$ cat src/rtl/modport_rr_arbiter_pkg.sv
// Shared types and helpers for the round-robin bus arbiter.
package modport_arb_pkg;

    typedef enum logic [1:0] {IDLE, GRANT, RELEASE} arb_state_e;

    localparam int MAX_REQ = 16;
    localparam int MAX_IDW = 4;

    function automatic logic [MAX_REQ-1:0] onehot(input logic [MAX_IDW-1:0] idx);
        logic [MAX_REQ-1:0] r;
        r      = '0;
        r[idx] = 1'b1;
        return r;
    endfunction

endpackage

$ cat src/rtl/modport_rr_arbiter_if.sv
// Shared single-bit bus: the arbiter drives signal_b and samples signal_a.
interface my_if;
    logic signal_a;
    logic signal_b;

    modport mp    (input signal_a, output signal_b);
    modport slave (output signal_a, input signal_b);
endinterface

$ cat src/rtl/modport_rr_arbiter_rr_pick.sv
// Combinational round-robin pick: first set request at or above ptr, with wrap.
module rr_pick #(
    parameter  int NUM_REQ = 4,
    localparam int IDW     = $clog2(NUM_REQ)
) (
    input  logic [NUM_REQ-1:0] req,
    input  logic [IDW-1:0]     ptr,
    output logic [IDW-1:0]     pick,
    output logic               pick_valid
);

    localparam int SW = IDW + 1;

    logic [2*NUM_REQ-1:0] dbl;
    logic [NUM_REQ-1:0]   rot;
    logic [IDW-1:0]       enc;
    logic [SW-1:0]        sum;

    always_comb begin
        // Doubling the vector turns the rotate into a plain right shift.
        dbl = {req, req} >> ptr;
        rot = dbl[NUM_REQ-1:0];
        enc = '0;
        for (int i = NUM_REQ - 1; i >= 0; i--) begin
            if (rot[i]) enc = IDW'(i);
        end
        sum = {1'b0, enc} + {1'b0, ptr};
        if (sum >= SW'(NUM_REQ)) sum = sum - SW'(NUM_REQ);
        pick       = sum[IDW-1:0];
        pick_valid = |req;
    end

endmodule

$ cat src/rtl/modport_rr_arbiter.sv
// Round-robin owner of one shared my_if bus with hold timeout and a turnaround cycle.
module modport_rr_arbiter
    import modport_arb_pkg::*;
#(
    parameter  int NUM_REQ  = 4,
    parameter  int HOLD_MAX = 8,
    localparam int IDW      = $clog2(NUM_REQ)
) (
    input  logic               clk,
    input  logic               rst_n,
    my_if.mp                   bus_mp,
    input  logic [NUM_REQ-1:0] req,
    input  logic [NUM_REQ-1:0] req_data,
    output logic [NUM_REQ-1:0] gnt,
    output logic [NUM_REQ-1:0] rsp_a,
    output logic [IDW-1:0]     owner_id,
    output logic               busy,
    output logic               timeout_pulse
);

    localparam int CW = $clog2(HOLD_MAX + 1);

    arb_state_e         state_q, state_d;
    logic [NUM_REQ-1:0] gnt_q, gnt_d;
    logic [IDW-1:0]     owner_q, owner_d;
    logic [IDW-1:0]     ptr_q, ptr_d;
    logic [CW-1:0]      cnt_q, cnt_d;
    logic               tmo_q, tmo_d;

    logic [IDW-1:0]     pick;
    logic               pick_valid;
    logic [MAX_REQ-1:0] oh_pick;
    logic [IDW-1:0]     ptr_nxt;

    rr_pick #(.NUM_REQ(NUM_REQ)) u_pick (
        .req        (req),
        .ptr        (ptr_q),
        .pick       (pick),
        .pick_valid (pick_valid)
    );

    always_comb begin
        state_d = state_q;
        gnt_d   = gnt_q;
        owner_d = owner_q;
        ptr_d   = ptr_q;
        cnt_d   = cnt_q;
        tmo_d   = 1'b0;
        oh_pick = onehot(MAX_IDW'(pick));
        ptr_nxt = (owner_q == IDW'(NUM_REQ - 1)) ? '0 : owner_q + 1'b1;
        case (state_q)
            IDLE, RELEASE: begin
                if (pick_valid) begin
                    state_d = GRANT;
                    gnt_d   = oh_pick[NUM_REQ-1:0];
                    owner_d = pick;
                    cnt_d   = '0;
                end else begin
                    state_d = IDLE;
                    gnt_d   = '0;
                end
            end
            GRANT: begin
                // A drop wins over the limit so a simultaneous drop never flags a timeout.
                if (!req[owner_q]) begin
                    state_d = RELEASE;
                    gnt_d   = '0;
                    ptr_d   = ptr_nxt;
                end else if (cnt_q == CW'(HOLD_MAX - 1)) begin
                    state_d = RELEASE;
                    gnt_d   = '0;
                    ptr_d   = ptr_nxt;
                    tmo_d   = 1'b1;
                end else begin
                    cnt_d = cnt_q + 1'b1;
                end
            end
            default: begin
                state_d = IDLE;
                gnt_d   = '0;
            end
        endcase
    end

    always_ff @(posedge clk or negedge rst_n) begin
        if (!rst_n) begin
            state_q <= IDLE;
            gnt_q   <= '0;
            owner_q <= '0;
            ptr_q   <= '0;
            cnt_q   <= '0;
            tmo_q   <= 1'b0;
        end else begin
            state_q <= state_d;
            gnt_q   <= gnt_d;
            owner_q <= owner_d;
            ptr_q   <= ptr_d;
            cnt_q   <= cnt_d;
            tmo_q   <= tmo_d;
        end
    end

    assign gnt           = gnt_q;
    assign owner_id      = owner_q;
    assign busy          = (state_q == GRANT);
    assign timeout_pulse = tmo_q;

    assign bus_mp.signal_b = busy & req_data[owner_q];

    for (genvar g = 0; g < NUM_REQ; g++) begin : g_rsp
        assign rsp_a[g] = busy & (owner_q == IDW'(g)) & bus_mp.signal_a;
    end

endmodule

$ cat src/flat_wrapper.sv
// flat-port wrapper written by rule: the top's interface ports become plain ports
module modport_rr_arbiter_flat import modport_arb_pkg::*;
#(
    parameter  int NUM_REQ  = 4,
    parameter  int HOLD_MAX = 8,
    localparam int IDW      = $clog2(NUM_REQ)
)
  (clk, rst_n, req, req_data, gnt, rsp_a, owner_id, busy, timeout_pulse, bus_mp_signal_a, bus_mp_signal_b);
  my_if bus_mp_i ();
  input  logic clk;
  input  logic rst_n;
  input  logic [NUM_REQ-1:0] req;
  input  logic [NUM_REQ-1:0] req_data;
  output logic [NUM_REQ-1:0] gnt;
  output logic [NUM_REQ-1:0] rsp_a;
  output logic [IDW-1:0] owner_id;
  output logic busy;
  output logic timeout_pulse;
  input wire logic [$bits(bus_mp_i.signal_a)-1:0] bus_mp_signal_a;
  output wire logic [$bits(bus_mp_i.signal_b)-1:0] bus_mp_signal_b;
  assign bus_mp_i.signal_a = bus_mp_signal_a;
  assign bus_mp_signal_b = bus_mp_i.signal_b;
  modport_rr_arbiter #(.NUM_REQ(NUM_REQ), .HOLD_MAX(HOLD_MAX)) u_core (.clk(clk), .rst_n(rst_n), .bus_mp(bus_mp_i), .req(req), .req_data(req_data), .gnt(gnt), .rsp_a(rsp_a), .owner_id(owner_id), .busy(busy), .timeout_pulse(timeout_pulse));
endmodule
$ cat config.mk
export PLATFORM = sky130hd
export DESIGN_NAME = modport_rr_arbiter_flat
export DESIGN_NICKNAME = d
export VERILOG_FILES = /design/src/rtl/modport_rr_arbiter_pkg.sv /design/src/rtl/modport_rr_arbiter_if.sv /design/src/rtl/modport_rr_arbiter_rr_pick.sv /design/src/rtl/modport_rr_arbiter.sv /design/src/flat_wrapper.sv
export SDC_FILE = /design/constraint.sdc
export NUM_CORES = 1
export LEC_CHECK = 0
export CORE_ASPECT_RATIO = 0.8
export CORE_MARGIN = 2
export CORE_UTILIZATION = 40
export DETAILED_ROUTE_END_ITERATION = 7
export GPL_ROUTABILITY_DRIVEN = 0
export GPL_TIMING_DRIVEN = 0
export PLACE_DENSITY = 0.78
export SLEW_MARGIN = 25
export SYNTH_ARGS = -nofsm -noshare
export SYNTH_HDL_FRONTEND = slang
export SYNTH_HIERARCHICAL = 1
export SYNTH_SLANG_ARGS = --single-unit
$ cat constraint.sdc
create_clock -name clk -period 2.2 [get_ports clk]
set_input_delay 0.44 -clock clk [delete_from_list [all_inputs] [get_ports clk]]
set_output_delay 0.44 -clock clk [all_outputs]
set_load 0.01 [all_outputs]
==> results.cfg, run 1 <==
[setup_path]
start_kind = input pin
arrival_ps = 1700
worstSetupEndpointType = output pin
cp.required_ps = 1760
critPathMaxFanout = 1
critPathKind = in2out

[placed_design]
hpwl_um = 1550
port_buffers = 23
dp_cells = 144
placed_cell_area_um2 = 1230

[global_routing]
grtUsageMet3 = 0.0424
grt_use_met1 = 0.232
grt_max_degree = 16
grt_pass1_vias = 753
grt-busiest-layer = met2
grt_pass1_wl_um = 3440
use_met2 = 0.262
grt_use_total = 0.163
antenna_found_initial = 0
overflow = 0

[synth]
ys.flop_type = dfrtp_1
synthCells = 96
synthArstFlopShare = 1.00
synthDistinctLibCells = 38
ys_top_cells_by_area = dfrtp_1, ha_1, and3_1
synth.avg_cell_area_um2 = 10.1
synth_commonest_cells = dfrtp_1, nand2_1, inv_1, nor2_1, ha_1
syn-cell-area_um2 = 972
yosysMostFrequentCell = dfrtp_1
synth_enable_flop_cells = 0
ys_ff_latch = 15
ys_seq_area_frac = 0.386
synth.largest_area_cell = dfrtp_1
ys.warnings.count = 6
postSynthNetCount = 113
synth_top_area_frac = 0.386

[sta]
slew_viol_final = 0
holdWs_ps = 503
period_minus_slack_ps = 2140
worst_clock_skew_ps = 3.90
slew_headroom = 0.558
finalHoldViolCount = 0
worst_slew_pin_slew_ps = 662
timing.fmax_mhz = 467
rsz0062_at_grt = false
min_period_over_period = 0.974
setup_viol = 0

[finish]
syn_to_final_growth_pct = 31.7
nNetsFinal = 142
post-route-util = 0.573
stdcell_count = 149
diodes = 0
layout-drive-gt1-share = 0.153
fin_area_um2 = 1280

[routing]
via_per_inst = 5.64
postRouteAntennaNets = 0
routed_wl_um = 2120
wl_per_cell_um = 14.2
initialDrtViolationCount = 32
drt_drc_violations_left = 0
vias = 841
first_pass_iters = 4

[die]
initial_core_util = 0.435
core_area_um2 = 2230
rows = 15
ioPinCount = 24
chipWidth_um = 59.1
die_y_um = 48.1
dieArea_um2 = 2840

[cts]
hold_buffers = 0
cts-buffers-inserted = 3
clk_path_buf_depth = 2
cts_tree = done
worstSkewPairLatency_ps = 280
path_clk_slew_ps = 90
root_buffer = clkbuf_4
htreeDepth = 1
clock-sinks = 15

[pwr]
power_density_nw_per_um2 = 1230
power_leakage_nw = 0.592
ir_drop_v = 0.000698

[status]
outcome = completed

[run]
maxCapViolCount = 0

[worst_hold_path]
min_path_type = reg2reg
-- cell type report --
cell class,instances,area (um2)
sequential,15,377
inverter,7,28.8
tap,25,31.3
multi-input combinational,72,558
timing repair buffer,25,250
clock buffer,3,22.5
fill,196,953
clock inverter,1,5.00
buffer,1,7.51
-- critical path: stages --
cell and delay, ps:
clkdlybuf4s50_1 410, mux4_2 460, and2_1 170, clkdlybuf4s15_1 220
-- per-stage QoR --
step                      worst slack, ps  TNS (ps)  total power, mW
after CTS                            2.13         0             1.56
final                                58.3         0             1.57
after detailed placement             -299     -1980             1.37
after global placement               -238     -1410             1.34
after floorplan                       417         0             1.06
after global routing                 14.6         0             1.71
-- cell usage in the layout, fill, tap and decap left out, types with 2 or more instances in the layout --
cell type        instances
a22o_1                   2
inv_1                    5
and3_1                   5
dlymetal6s2s_1           3
nor3_1                   2
clkbuf_4                 3
mux2i_1                  2
buf_4                    3
nor2_1                   7
nand2b_1                 3
clkdlybuf4s50_1         17
nor3b_1                  2
nand3b_1                 2
nand2_1                  8
nand4_1                  3
mux4_2                   2
o2bb2ai_1                2
dfrtp_1                 14
a21oi_1                  2
mux2_4                   2
ha_1                     6
o21ai_0                  3
dlygate4sd2_1            2
-- power breakdown --
| part | total (mW) | switching (mW) | internal [mW] | leakage, nW |
|---|---|---|---|---|
| combinational | 0.935 | 0.475 | 0.461 | 0.382 |
| clock | 0.154 | 0.0863 | 0.0675 | 0.0177 |
| sequential | 0.482 | 0.105 | 0.377 | 0.193 |
| total | 1.57 | 0.665 | 0.906 | 0.592 |
-- sequential cells by signal (all words and copies together), names as in the netlist --
name                  count
u_core/cnt_q              4
u_core/gnt                4
u_core/owner_id           2
u_core/ptr_q              2
u_core/state_q            2
u_core/timeout_pulse      1
-- layer usage --
layer,vias up,routed length [um],share of wire
met5,-,0,0
met4,0,0,0
met3,0,129,0.061
li1,413,-,-
met1,395,1070,0.50
met2,33,921,0.44
-- final timing paths --
check,startpoint,endpoint,slack [ps],cells past startpoint
setup / recovery,req_data[2],bus_mp_signal_b,60,4
hold / removal,u_core/gnt[3],u_core/gnt[3],500,1
setup reg to reg,u_core/ptr_q[0],u_core/gnt[1],190,10
hold reg to reg,u_core/gnt[3],u_core/gnt[3],500,1
max in group asynchronous,rst_n,u_core/owner_id[0],1180,1
min in group asynchronous,rst_n,u_core/cnt_q[1],550,1
-- kinds of logic after synthesis --
| family | Yosys count | share of synthesized area |
|---|---|---|
| AND/OR/NAND/NOR | 39 | 0.219 |
| adder cells (fa/ha/maj) | 6 | 0.0772 |
| AO/OA/AOI/OAI | 19 | 0.160 |
| XOR/XNOR | 2 | 0.0180 |
| multiplexers | 6 | 0.102 |
| flip-flops | 15 | 0.386 |
| buffers and inverters | 9 | 0.0386 |
-- repair_timing --
item	in CTS	in global routing
pin swaps	0	1
endpoints found under the setup margin	9	11
gates resized for setup	7	7
endpoints found under the hold margin	0	0
buffers inserted	2	0
Power figures use the tool's default switching activity.
==> run 2: changes to the inputs <==
PLACE_DENSITY = 0.81   (was 0.78)
clock period = 1.75 ns   (was 2.2 ns; I/O delays follow)
==> results.cfg, run 2 (same netlist as run 1, synthesis figures left out) <==
[sta]
finalWorstSetupSlack_ps = -109
worst_slew_pin_slew_ps = 677
slew_viol_final = 0
finalHoldViolCount = 0
period_minus_slack_ps = 1860
tns_ps = -572
min_period_over_period = 1.06
worst_clock_skew_ps = 0.680
rsz0062_at_grt = true
slew_headroom = 0.547
timing.fmax_mhz = 538
setup_viol = 8

[setup_path]
critPathKind = reg2reg
start_kind = flip-flop
arrival_ps = 2080
cp.required_ps = 1970
worstSetupEndpointType = flip-flop
critPathMaxStageDelay_ps = 400
r2r_slack_ps = -110
crit_chain = buf_6 > nand2_4 > buf_4 > a2111oi_2 > a211oi_1 > xnor2_2 > nand2_2 > o2bb2ai_2
rr_startpoint = u_core/ptr_q[0]
rr_endpoint = u_core/gnt[3]
critPathMaxFanout = 8
r2r_cells = 8
crit_slowest_cell = dfrtp_1

[placed_design]
hpwl_um = 1610
dp_cells = 144
place_ws_ps = -641
port_buffers = 23

[pwr]
clkPwrFrac = 0.090
power_frac_comb = 0.640
power_leakage_nw = 0.637
ir_drop_v = 0.000768
power_density_nw_per_um2 = 1640
p_seq_frac = 0.270
p_sw_mw = 0.977
swShare = 0.430
intPower_mw = 1.30
power_mw = 2.27

[die]
die_y_um = 48.1
ioPinCount = 24
initial_core_util = 0.435
dieArea_um2 = 2840
core_area_um2 = 2230
chipWidth_um = 59.1
rows = 15

[global_routing]
grt_max_degree = 16
grt_use_total = 0.180
grt_pass1_vias = 842
antenna_found_initial = 0
overflow = 0
grt_pass1_wl_um = 3750

[routing]
first_pass_iters = 4
route.met2.wl_um = 1220
postRouteAntennaNets = 0
wl_per_cell_um = 16.1
drt_drc_violations_left = 0
top_layer = met4
via_per_inst = 5.94
vias = 921
routed_wl_um = 2490
initialDrtViolationCount = 14
wl_met1_um = 1060
route.met3.wl_um = 147

[finish]
syn_to_final_growth_pct = 42.1
stdcell_count = 155
layout_commonest_cell = dfrtp_1
post-route-util = 0.618
nNetsFinal = 148
diodes = 0
layout-drive-gt1-share = 0.369
final_cell_mix = dfrtp_1, clkdlybuf4s50_1, nand2_1, buf_4

[cts]
clk_path_buf_depth = 2
hold_buffers = 0
cts_tree = done
clock-sinks = 15
path_clk_slew_ps = 90
cts-buffers-inserted = 3
worstSkewPairLatency_ps = 290
htreeDepth = 1
root_buffer = clkbuf_4

[worst_hold_path]
min_path_type = in2async

[status]
outcome = finished with violations
violations = setup timing

[run]
maxCapViolCount = 0
run 2: cell types whose count changed in the layout (fill, tap and decap cells not counted), sizes merged, moves of 2 or more:
cell           change
clkbuf             +3
dlygate4sd2        +3
dlymetal6s2s       -2
buf               +11
clkdlybuf4s50      -9
run 2: worst max path at each step:
stage / start / cells past startpoint / end / slack [ps]
final: u_core/ptr_q[0] / 8 / u_core/gnt[3] / -110
after global routing: u_core/ptr_q[0] / 9 / u_core/gnt[2] / -180
after CTS: u_core/ptr_q[0] / 9 / u_core/gnt[0] / -70
after global placement: req[0] / 10 / u_core/gnt[0] / -550
after detailed placement: req[0] / 10 / u_core/gnt[0] / -640
after floorplan: u_core/ptr_q[0] / 9 / u_core/gnt[0] / 5
run 2: layout make-up:
cell class	instances	area (um2)
buffer	1	11.3
clock buffer	4	26.3
fill	182	852
inverter	7	28.8
multi-input combinational	72	638
sequential	15	378
tap	25	31.3
timing repair buffer	31	268
run 2: repair_timing:
action / CTS / global route
resized for setup: 48 / 18
gates cloned: 0 / 0
setup endpoints to repair: 17 / 13
buffers inserted: 5 / 3
pin swaps: 12 / 8
run 2: power by group through the flow:
stage          Clock [mW]  Sequential (mW)  Combinational [mW]
3_3_place_gp            0            0.612                1.09
4_1_cts             0.205            0.598                1.27
5_1_grt             0.225            0.634                1.56
6_report            0.205            0.613                1.45
3_5_place_dp            0            0.619                1.13
2_1_floorplan           0            0.605               0.755
run 2: through the flow:
stage | area [um2] | hold slack, ps
after global placement | 1250 | 475
after detailed placement | 1250 | 473
after floorplan | 993 | 54.4
after CTS | 1320 | 486
after global routing | 1380 | 514
final | 1380 | 466
run 2: per-layer routing:
metal | vias up | track usage
met5 | - | 0
met4 | 0 | 0.0682
met3 | 8 | 0.0398
met2 | 40 | 0.320
met1 | 446 | 0.220
li1 | 427 | -
run 2: worst max-delay path, delay by kind of cell, from the launching register on:
family | cells | cell delay, ps
and+or+nand+nor | 2 | 180
buffers and inverters | 2 | 320
xor gates and xnor gates | 1 | 240
AOI/OAI and AO/OA | 3 | 660
DFF | 1 | 400
